--- src/rtl/mux_sched_pkg.sv ---
// Shared types and constants for the 16-requester round-robin scheduler.
// Optional build macro used by the top: MUX_SCHED_TIMEOUT_EN.
package mux_sched_pkg;

  localparam int N_REQ = 16;
  localparam int SEL_W = 4;
  localparam logic [SEL_W-1:0] PTR_RST = 4'd15;

  typedef enum logic {
    IDLE  = 1'b0,
    GRANT = 1'b1
  } state_t;

  function automatic logic [N_REQ-1:0] onehot(input logic [SEL_W-1:0] idx);
    return N_REQ'(1) << idx;
  endfunction

endpackage

--- src/rtl/rr_pick16.sv ---
// Rotating priority encoder: first set req bit searching upward from ptr+1,
// wrapping modulo 16.
module rr_pick16
  import mux_sched_pkg::*;
(
  input  logic [N_REQ-1:0] req,
  input  logic [SEL_W-1:0] ptr,
  output logic             any,
  output logic [SEL_W-1:0] idx
);

  logic             found;
  logic [SEL_W-1:0] pos;

  always_comb begin
    any   = |req;
    idx   = '0;
    found = 1'b0;
    pos   = '0;
    for (int k = 0; k < N_REQ; k++) begin
      // 4-bit addition wraps naturally past requester 15
      pos = ptr + SEL_W'(1) + SEL_W'(k);
      if (!found && req[pos]) begin
        found = 1'b1;
        idx   = pos;
      end
    end
  end

endmodule

--- src/rtl/mux16_rr_sched.sv ---
// Round-robin scheduler sharing one 16:1 single-bit path; streams the granted
// bit under valid/ready. Optional forced release: `define MUX_SCHED_TIMEOUT_EN.
//
//   state | meaning
//   IDLE  | no holder; arbitrate req from ptr+1 each cycle
//   GRANT | sel owns the path; beats counted until req[sel] drops
module mux16_rr_sched
  import mux_sched_pkg::*;
#(
  parameter int CNT_W    = 8,
  parameter int MAX_HOLD = 8
) (
  input  logic             clk,
  input  logic             rst,
  input  logic [N_REQ-1:0] req,
  input  logic [N_REQ-1:0] in_bits,
  input  logic             out_ready,
  output logic [N_REQ-1:0] gnt,
  output logic [SEL_W-1:0] sel,
  output logic             out_bit,
  output logic             out_valid,
  output logic             busy,
  output logic [CNT_W-1:0] beat_cnt
);

  localparam logic [CNT_W-1:0] HOLD_LIM = CNT_W'(MAX_HOLD);

  state_t           state_q, state_d;
  logic [SEL_W-1:0] ptr_q, ptr_d;
  logic [SEL_W-1:0] sel_q, sel_d;
  logic [N_REQ-1:0] gnt_q, gnt_d;
  logic [CNT_W-1:0] cnt_q, cnt_d;

  logic             pick_any;
  logic [SEL_W-1:0] pick_idx;
  logic             beat;
  logic [CNT_W-1:0] cnt_inc;
  logic             hold_done;

  rr_pick16 u_pick (
    .req (req),
    .ptr (ptr_q),
    .any (pick_any),
    .idx (pick_idx)
  );

  assign busy      = (state_q == GRANT);
  assign out_valid = busy && req[sel_q];
  assign out_bit   = in_bits[sel_q];
  assign beat      = out_valid && out_ready;
  assign cnt_inc   = (&cnt_q) ? cnt_q : cnt_q + CNT_W'(1);

`ifdef MUX_SCHED_TIMEOUT_EN
  // Release on the edge that completes the MAX_HOLD-th beat, so no extra beat slips out.
  assign hold_done = beat && (cnt_inc >= HOLD_LIM);
`else
  logic unused_hold_lim;
  assign unused_hold_lim = ^HOLD_LIM;
  assign hold_done       = 1'b0;
`endif

  always_comb begin
    state_d = state_q;
    ptr_d   = ptr_q;
    sel_d   = sel_q;
    gnt_d   = gnt_q;
    cnt_d   = cnt_q;
    case (state_q)
      IDLE: begin
        if (pick_any) begin
          state_d = GRANT;
          ptr_d   = pick_idx;
          sel_d   = pick_idx;
          gnt_d   = onehot(pick_idx);
          cnt_d   = '0;
        end
      end
      GRANT: begin
        if (beat) cnt_d = cnt_inc;
        // sel and beat_cnt are left as-is on release for observability
        if (!req[sel_q] || hold_done) begin
          state_d = IDLE;
          gnt_d   = '0;
        end
      end
      default: begin
        state_d = IDLE;
        gnt_d   = '0;
      end
    endcase
  end

  always_ff @(posedge clk) begin
    if (rst) begin
      state_q <= IDLE;
      ptr_q   <= PTR_RST;
      sel_q   <= '0;
      gnt_q   <= '0;
      cnt_q   <= '0;
    end else begin
      state_q <= state_d;
      ptr_q   <= ptr_d;
      sel_q   <= sel_d;
      gnt_q   <= gnt_d;
      cnt_q   <= cnt_d;
    end
  end

  assign gnt      = gnt_q;
  assign sel      = sel_q;
  assign beat_cnt = cnt_q;

endmodule
--- config.mk ---
export PLATFORM = sky130hd
export DESIGN_NAME = mux16_rr_sched
export DESIGN_NICKNAME = d
export VERILOG_FILES = /design/src/rtl/mux_sched_pkg.sv /design/src/rtl/rr_pick16.sv /design/src/rtl/mux16_rr_sched.sv
export SDC_FILE = /design/constraint.sdc
export NUM_CORES = 1
export LEC_CHECK = 0
export ABC_AREA = 1
export ABC_CLOCK_PERIOD_IN_PS = 4600
export BUFFER_PORTS_ARGS = -buffer_cell sky130_fd_sc_hd__buf_2
export CAP_MARGIN = 0
export CORE_AREA = 2 2 67 133
export CTS_CLUSTER_DIAMETER = 80
export CTS_CLUSTER_SIZE = 8
export DETAILED_ROUTE_END_ITERATION = 6
export DIE_AREA = 0 0 69 135
export PLACE_DENSITY = 0.63
export RECOVER_POWER = 25
export REMOVE_ABC_BUFFERS = 1
export SLEW_MARGIN = 20
export SYNTH_ARGS = -nofsm -noshare
export SYNTH_HDL_FRONTEND = slang
export SYNTH_SLANG_ARGS = --single-unit
--- constraint.sdc ---
create_clock -name clk -period 4.6 [get_ports clk]
set_clock_uncertainty 0.05 [all_clocks]
set_input_delay 0.23 -clock clk [delete_from_list [all_inputs] [get_ports clk]]
set_output_delay 0.23 -clock clk [all_outputs]
set_load 0.05 [all_outputs]
# After elaboration in Yosys (flattened, before gate mapping)
# Index checks and enable logic that the tools add are counted.
[classes] add_sub_neg=17 n_mul=0 div=0 n_lt_le_gt_ge=17 eq_ne=4 shifts=1 muxes=77 bitwise=1 n_reduce_logical=37
[op_table] cell="4-bit by 5-bit < comparator with 1-bit output, second input constant" count=17
[op_table] cell="1-bit binary-select mux with 4-bit select" count=18
[op_table] cell="4-bit two-way mux" count=16
[op_table] cell="1-bit two-way mux" count=35
[op_table] cell="4-bit adder, second input constant" count=8
[op_table] cell="16-bit two-way mux" count=2
[op_table] cell="16-bit case mux with 2 select lines" count=1
[op_table] cell="8-bit two-way mux" count=3
[op_table] cell="1-bit logical AND" count=17
[op_table] cell="4-bit by 3-bit adder with 4-bit output, second input constant" count=4
[op_table] cell="8-bit case mux with 2 select lines" count=1
[op_table] cell="16-bit OR reduction" count=1
[op_table] cell="1-bit by 4-bit << shifter with 16-bit output, first input constant" count=1
[op_table] cell="1-bit zero test" count=15
[op_table] cell="4-bit by 1-bit adder with 4-bit output, second input constant" count=2
[op_table] cell="4-bit by 2-bit adder with 4-bit output, second input constant" count=2
[op_table] cell="8-bit by 1-bit adder with 8-bit output, second input constant" count=1
[op_table] cell="8-bit AND reduction" count=1
[op_table] cell="2-bit != test, second input constant" count=3
[op_table] cell="2-bit AND reduction" count=2
[op_table] cell="3-bit AND reduction" count=1
[op_table] cell="2-bit by 1-bit != test with 1-bit output, second input constant" count=1
[op_table] cell="1-bit case mux with 2 select lines" count=1
[op_table] cell="1-bit inverter" count=1
[totals] register_bits=33 latch_bits=0 ram_bits=0 rom_bits=0 input_bits=35 out_inout_bits=31 elab_cells=159 mem_count=0

# Logic depth before layout (Yosys ltp)
[depth] word_depth=52 mapped_depth=33 mapped_depth_nobuf=30

# Hierarchy
# A second synthesis with hierarchy kept.
[unflattened] hier_cells=717 area_unflattened_um2=4154.0
[modules_own_cells] module="rr_pick16" n_inst=1 cells_each=452 area_each_um2=2333.5 seq_area_each_um2=0.0
[modules_own_cells] module="mux16_rr_sched" n_inst=1 cells_each=265 area_each_um2=1820.5 seq_area_each_um2=660.6

# Worst setup path before layout
# Ideal clock, no wire load.
[synth_timing] kind="register to register" from="register ptr_q[0]" to="register gnt_q[0], in the netlist gnt[0]" setup_ns=0.128 arrival_time_ns=3.287 t_required_ns=4.422 path_slack_ns=1.136 path_stages_with_launch=30 path_buffers=3 synth_period_minus_slack_ns=3.464 path_cell_list="dfxtp_1 > inv_2 > buf_2 > ha_1 > buf_4 > nand2_1 > nand2_1 > buf_2 > nand2_1 > nand3_1 > nand2_1 > nand2_1 > nand2_1 > inv_1 > nor2_8 > nand4_4 > nor2_4 > nand4_4 > nor2_2 > nand2_1 > nor2_1 > nor2_1 > nand2_1 > nand2_1 > nand2_1 > nand2_2 > nand2_1 > nor2_1 > nor2_1 > nor2_1"
[synth_via] elab_chain_len=52 word_cells_on_any_way=112 cone_classes="add/sub: 16; shift: 1; mux: 65; reduce/logical: 30"
[synth_lines] element="start: declaration" line="mux16_rr_sched.sv:29" rtl="logic [SEL_W-1:0] ptr_q, ptr_d;"
[synth_lines] element="start signal: assignment" line="mux16_rr_sched.sv:102" rtl="ptr_q <= ptr_d;"
[synth_lines] element="4-bit by 1-bit adder with 4-bit output (*)" line="rr_pick16.sv:22" rtl="pos = ptr + SEL_W'(1) + SEL_W'(k);"
[synth_lines] element="parallel branches: the longest is 47 deep, another holds 4-bit by 1-bit adder with 4-bit output"
[synth_lines] element="4-bit two-way mux (*)" line="rr_pick16.sv:23" rtl="if (!found && req[pos]) begin"
[synth_lines] element="1-bit by 4-bit << shifter with 16-bit output (*)" line="mux_sched_pkg.sv:15" rtl="return N_REQ'(1) << idx;"
[synth_lines] element="16-bit two-way mux (*)" line="mux16_rr_sched.sv:70" rtl="if (pick_any) begin"
[synth_lines] element="16-bit case mux with 2 select lines (*)" line="mux16_rr_sched.sv:68" rtl="case (state_q)"
[synth_lines] element="end signal: assignment" line="mux16_rr_sched.sv:104" rtl="gnt_q <= gnt_d;"
[synth_lines] element="end: declaration" line="mux16_rr_sched.sv:31" rtl="logic [N_REQ-1:0] gnt_q, gnt_d;"
# Every way passes the cells marked *. The select of a mux whose other input is x is not followed.
# A chain may end at the register's enable or synchronous reset.

# Worst setup path in the final report
[layout_timing] from="register ptr_q[0]" to="register gnt_q[15], in the netlist gnt[15]"
# Same word-level chain as after synthesis.

==> out/results.txt <==
The initial core utilization came out at 0.446. The tools report the overall fraction of global-route tracks in use as 0.283. The tools report the number of antenna violations at the first check in global routing as 0. The worst register-to-register path has a depth of 23. At the worst endpoint, the required time is 4.76 ns.

CTS built an H-tree with a depth of 2. The critical path is of the flop to flop type. The maximum number of pins on one net before global-route repair was 25. 0 antenna diodes ended up in the layout. The tools report the buffer depth of the longest clock path as 2. Maximum fanout count along the critical path: 24. The count of routing violations after the opening detailed-route iteration is 234. Number of placement rows: 47. During I/O placement, the number of pins put on the boundary was 66. After synthesis the netlist holds a flip-flop and latch count of 33. The tools report the detailed-routing iteration count for the pre-antenna-repair pass as 5. TritonCTS built the clock tree. Yosys printed 0 warnings. The distinct cell type count after synthesis was 42. The die covers 0.00932 sq mm. The fraction of layout cells with a size suffix above 1 was 0.144. Timing would allow up to 236 MHz.

The clock latency of the later-clocked register in the worst-skew pair is 0.28 ns, and the number of instances in the placed design is 832. For the worst setup path, the data arrival time is 4.40 ns. The tools report the final setup violation count as 0. The tools report the core box area as 0.00823 sq mm.

The relative area change from synthesis to final layout was 15.9%. The hold-critical path endpoint was beat_cnt[0]. The tools report the remaining global-route overflow as 0.

The root buffer cell chosen for the clock tree is clkbuf_16. The number of standard cells after synthesis was 678; the number of nets in the finished design was 779. The floorplan die height was 135 um; the global placer's final weighted congestion was 1.01.

The cell area after synthesis was 0.00367 sq mm; the cell area after layout was 0.00425 sq mm. In the layout the commonest cells are 241 x nand2_1, 100 x nor2_1, 76 x nand3_1, 59 x inv_1, 49 x buf_2. STA classifies the critical path startpoint as a flop. The setup check on the worst reg-to-reg path leaves a slack of 0.36 ns.

Leaving out fill and tap cells, the most frequent cell in the layout is nand2_1. After detailed routing, the total wire length is 13.2 mm. After legalization and detailed placement, the total HPWL measured 10.9 mm. The flow ran to the end, and the final reports show no timing, DRC or antenna violations. The count of pins over their slew limit was 0; the number of clock sinks was 33. The tools report the relative slew slack as 0.598. In this run the remaining antenna-violating nets after routing total 0.

Dividing the detail-routed via count by the number of cells gives 5.50. The max-capacitance violation count was 0. Setup repair after global routing left no endpoint under its margin.

In this run the critical register-to-register path is captured at gnt[15]. The logs give 0 for the number of buffers added to fix hold violations after cts and 0.00407 sq mm for the total placed instance area. The final clock period utilization by the worst path came out at 0.922. At the pin with the least slew margin, the transition time is 0.605 ns. Along the worst hold path, the cell count comes to 3.

The number of global-route vias before repair was 4451; the sequential element share of the synthesized area was 0.180. The type of element capturing the critical path is a flop. The first global-routing pass estimated 21.2 mm of wire.

The mean area per synthesized cell was 5.41 sq um; the total of fill cells in the finished design was 919. Buffers inserted during clock tree synthesis total 5. For the final routed database, the setup TNS stands at 0 ns.

The post-cts sizing count came out at 0. Detailed routing inserted a total of 4616 vias. Measured along the x axis, the die boundary spans 69 um. The buffers inserted during post-CTS setup optimization was 0. The startpoint identified for the worst hold timing path is out_ready.

For this run, the number of standard cells in the final layout without fillers is 840. The number of failing hold endpoints at the final stage is 0. The worst register-to-register path begins at ptr_q[0]. After detailed routing, the average wire length per cell comes to 15.7 um.

In this run the worst hold path is classified as input pin to flop. The number of buffers added on ports works out to 65. Subtracting the final worst setup slack from the clock period gives 4.24 ns. The number of DRC violations after detailed routing is 0, and the register clock-pin slew on the reported worst setup and hold paths is 0.05 ns.
-- critical path, stage by stage, from the launching register on --
cell	delay (ns)
dfxtp_1	0.34
buf_4	0.27
ha_1	0.28
nand2_2	0.12
nand2_2	0.29
inv_2	0.19
nor2_1	0.20
xor2_2	0.38
nor2_1	0.10
nor2_1	0.25
inv_1	0.16
nor2_4	0.19
nand4_4	0.13
nor2_1	0.29
nor2_1	0.09
nand2_1	0.09
nand2_1	0.05
nand2_1	0.05
nand2_1	0.08
nand2_1	0.08
nand2_2	0.11
nor2_1	0.14
nand3_1	0.08
a21oi_1	0.13
-- worst max-delay path by stage --
stage	start	endpoint	slack, ns
after global placement	ptr_q[0]	gnt[6]	0.28
after detailed placement	ptr_q[0]	gnt[2]	0.32
after floorplan	ptr_q[0]	gnt[7]	0.44
after CTS	ptr_q[0]	gnt[15]	0.31
final	ptr_q[0]	gnt[15]	0.36
after global routing	ptr_q[0]	gnt[8]	0.07
-- sequential cells by signal, summed over array words and instances, names as in the netlist --
register and flops:
gnt 16, beat_cnt 8, busy 1, ptr_q 4, sel 4
-- cells in the mapped netlist --
cell / count / share of area
a211oi_1: 1 / 0.0020
a21oi_1: 25 / 0.034
a21oi_2: 1 / 0.0024
a31oi_1: 1 / 0.0017
and2_1: 1 / 0.0017
buf_2: 5 / 0.0068
buf_4: 4 / 0.0082
buf_6: 3 / 0.0092
clkbuf_1: 6 / 0.0061
clkinv_1: 5 / 0.0051
dfxtp_1: 33 / 0.18
ha_1: 3 / 0.010
inv_1: 59 / 0.060
inv_2: 8 / 0.0082
nand2_1: 242 / 0.25
nand2_2: 9 / 0.015
nand2_4: 2 / 0.0061
nand3_1: 76 / 0.10
nand3_2: 1 / 0.0027
nand3_4: 1 / 0.0048
nand3b_2: 1 / 0.0031
nand4_1: 20 / 0.034
nand4_2: 2 / 0.0068
nand4_4: 2 / 0.012
nor2_1: 100 / 0.10
nor2_2: 5 / 0.0085
nor2_4: 1 / 0.0031
nor2_8: 1 / 0.0055
nor3_1: 3 / 0.0041
nor3_4: 1 / 0.0044
nor4_1: 5 / 0.0085
o211ai_1: 6 / 0.012
o21a_1: 1 / 0.0020
o21ai_0: 27 / 0.037
o21ai_1: 1 / 0.0014
o21ai_2: 1 / 0.0024
o21bai_1: 1 / 0.0020
o221ai_1: 3 / 0.0072
o22ai_1: 3 / 0.0051
or2_2: 1 / 0.0017
xor2_1: 5 / 0.012
xor2_2: 2 / 0.0089
-- metrics by stage --
step | util | setup WS (ns) | hold slack, ns
after floorplan | - | 0.444 | 0.249
after global placement | 0.495 | 0.285 | 0.404
after detailed placement | 0.495 | 0.319 | 0.404
after CTS | 0.518 | 0.309 | 0.217
after global routing | 0.517 | 0.0711 | 0.245
final | 0.517 | 0.358 | 0.222
-- kinds of logic (layout without fill, tap and decap cells) --
group | count (synthesis) | after routing | synth area share
AO/OA/AOI/OAI | 71 | 71 | 0.109
AND/OR/NAND/NOR | 474 | 474 | 0.576
flip-flops | 33 | 33 | 0.180
adder cells (fa/ha/maj) | 3 | 3 | 0.0102
XOR/XNOR | 7 | 7 | 0.0208
buffers and inverters | 90 | 154 | 0.104
-- layout make-up --
| cell class | count | area, sq um | area share |
|---|---|---|---|
| clock inverter | 3 | 65.1 | 0.0153 |
| tap | 98 | 123 | 0.0288 |
| multi-input combinational | 555 | 2640 | 0.620 |
| timing repair buffer | 74 | 373 | 0.0876 |
| sequential | 33 | 661 | 0.155 |
| clock buffer | 5 | 125 | 0.0294 |
| inverter | 72 | 270 | 0.0635 |
-- per-layer routing --
| layer | part of all wire | global-route usage |
|---|---|---|
| met3 | 0.033 | 0.0261 |
| met4 | 0.070 | 0.214 |
| met5 | 0 | 0 |
| met1 | 0.34 | 0.251 |
| met2 | 0.56 | 0.567 |
Power is left out: the tool's default activity adds up to more than one toggle a clock period on the data nets, which glitch-free logic cannot reach.
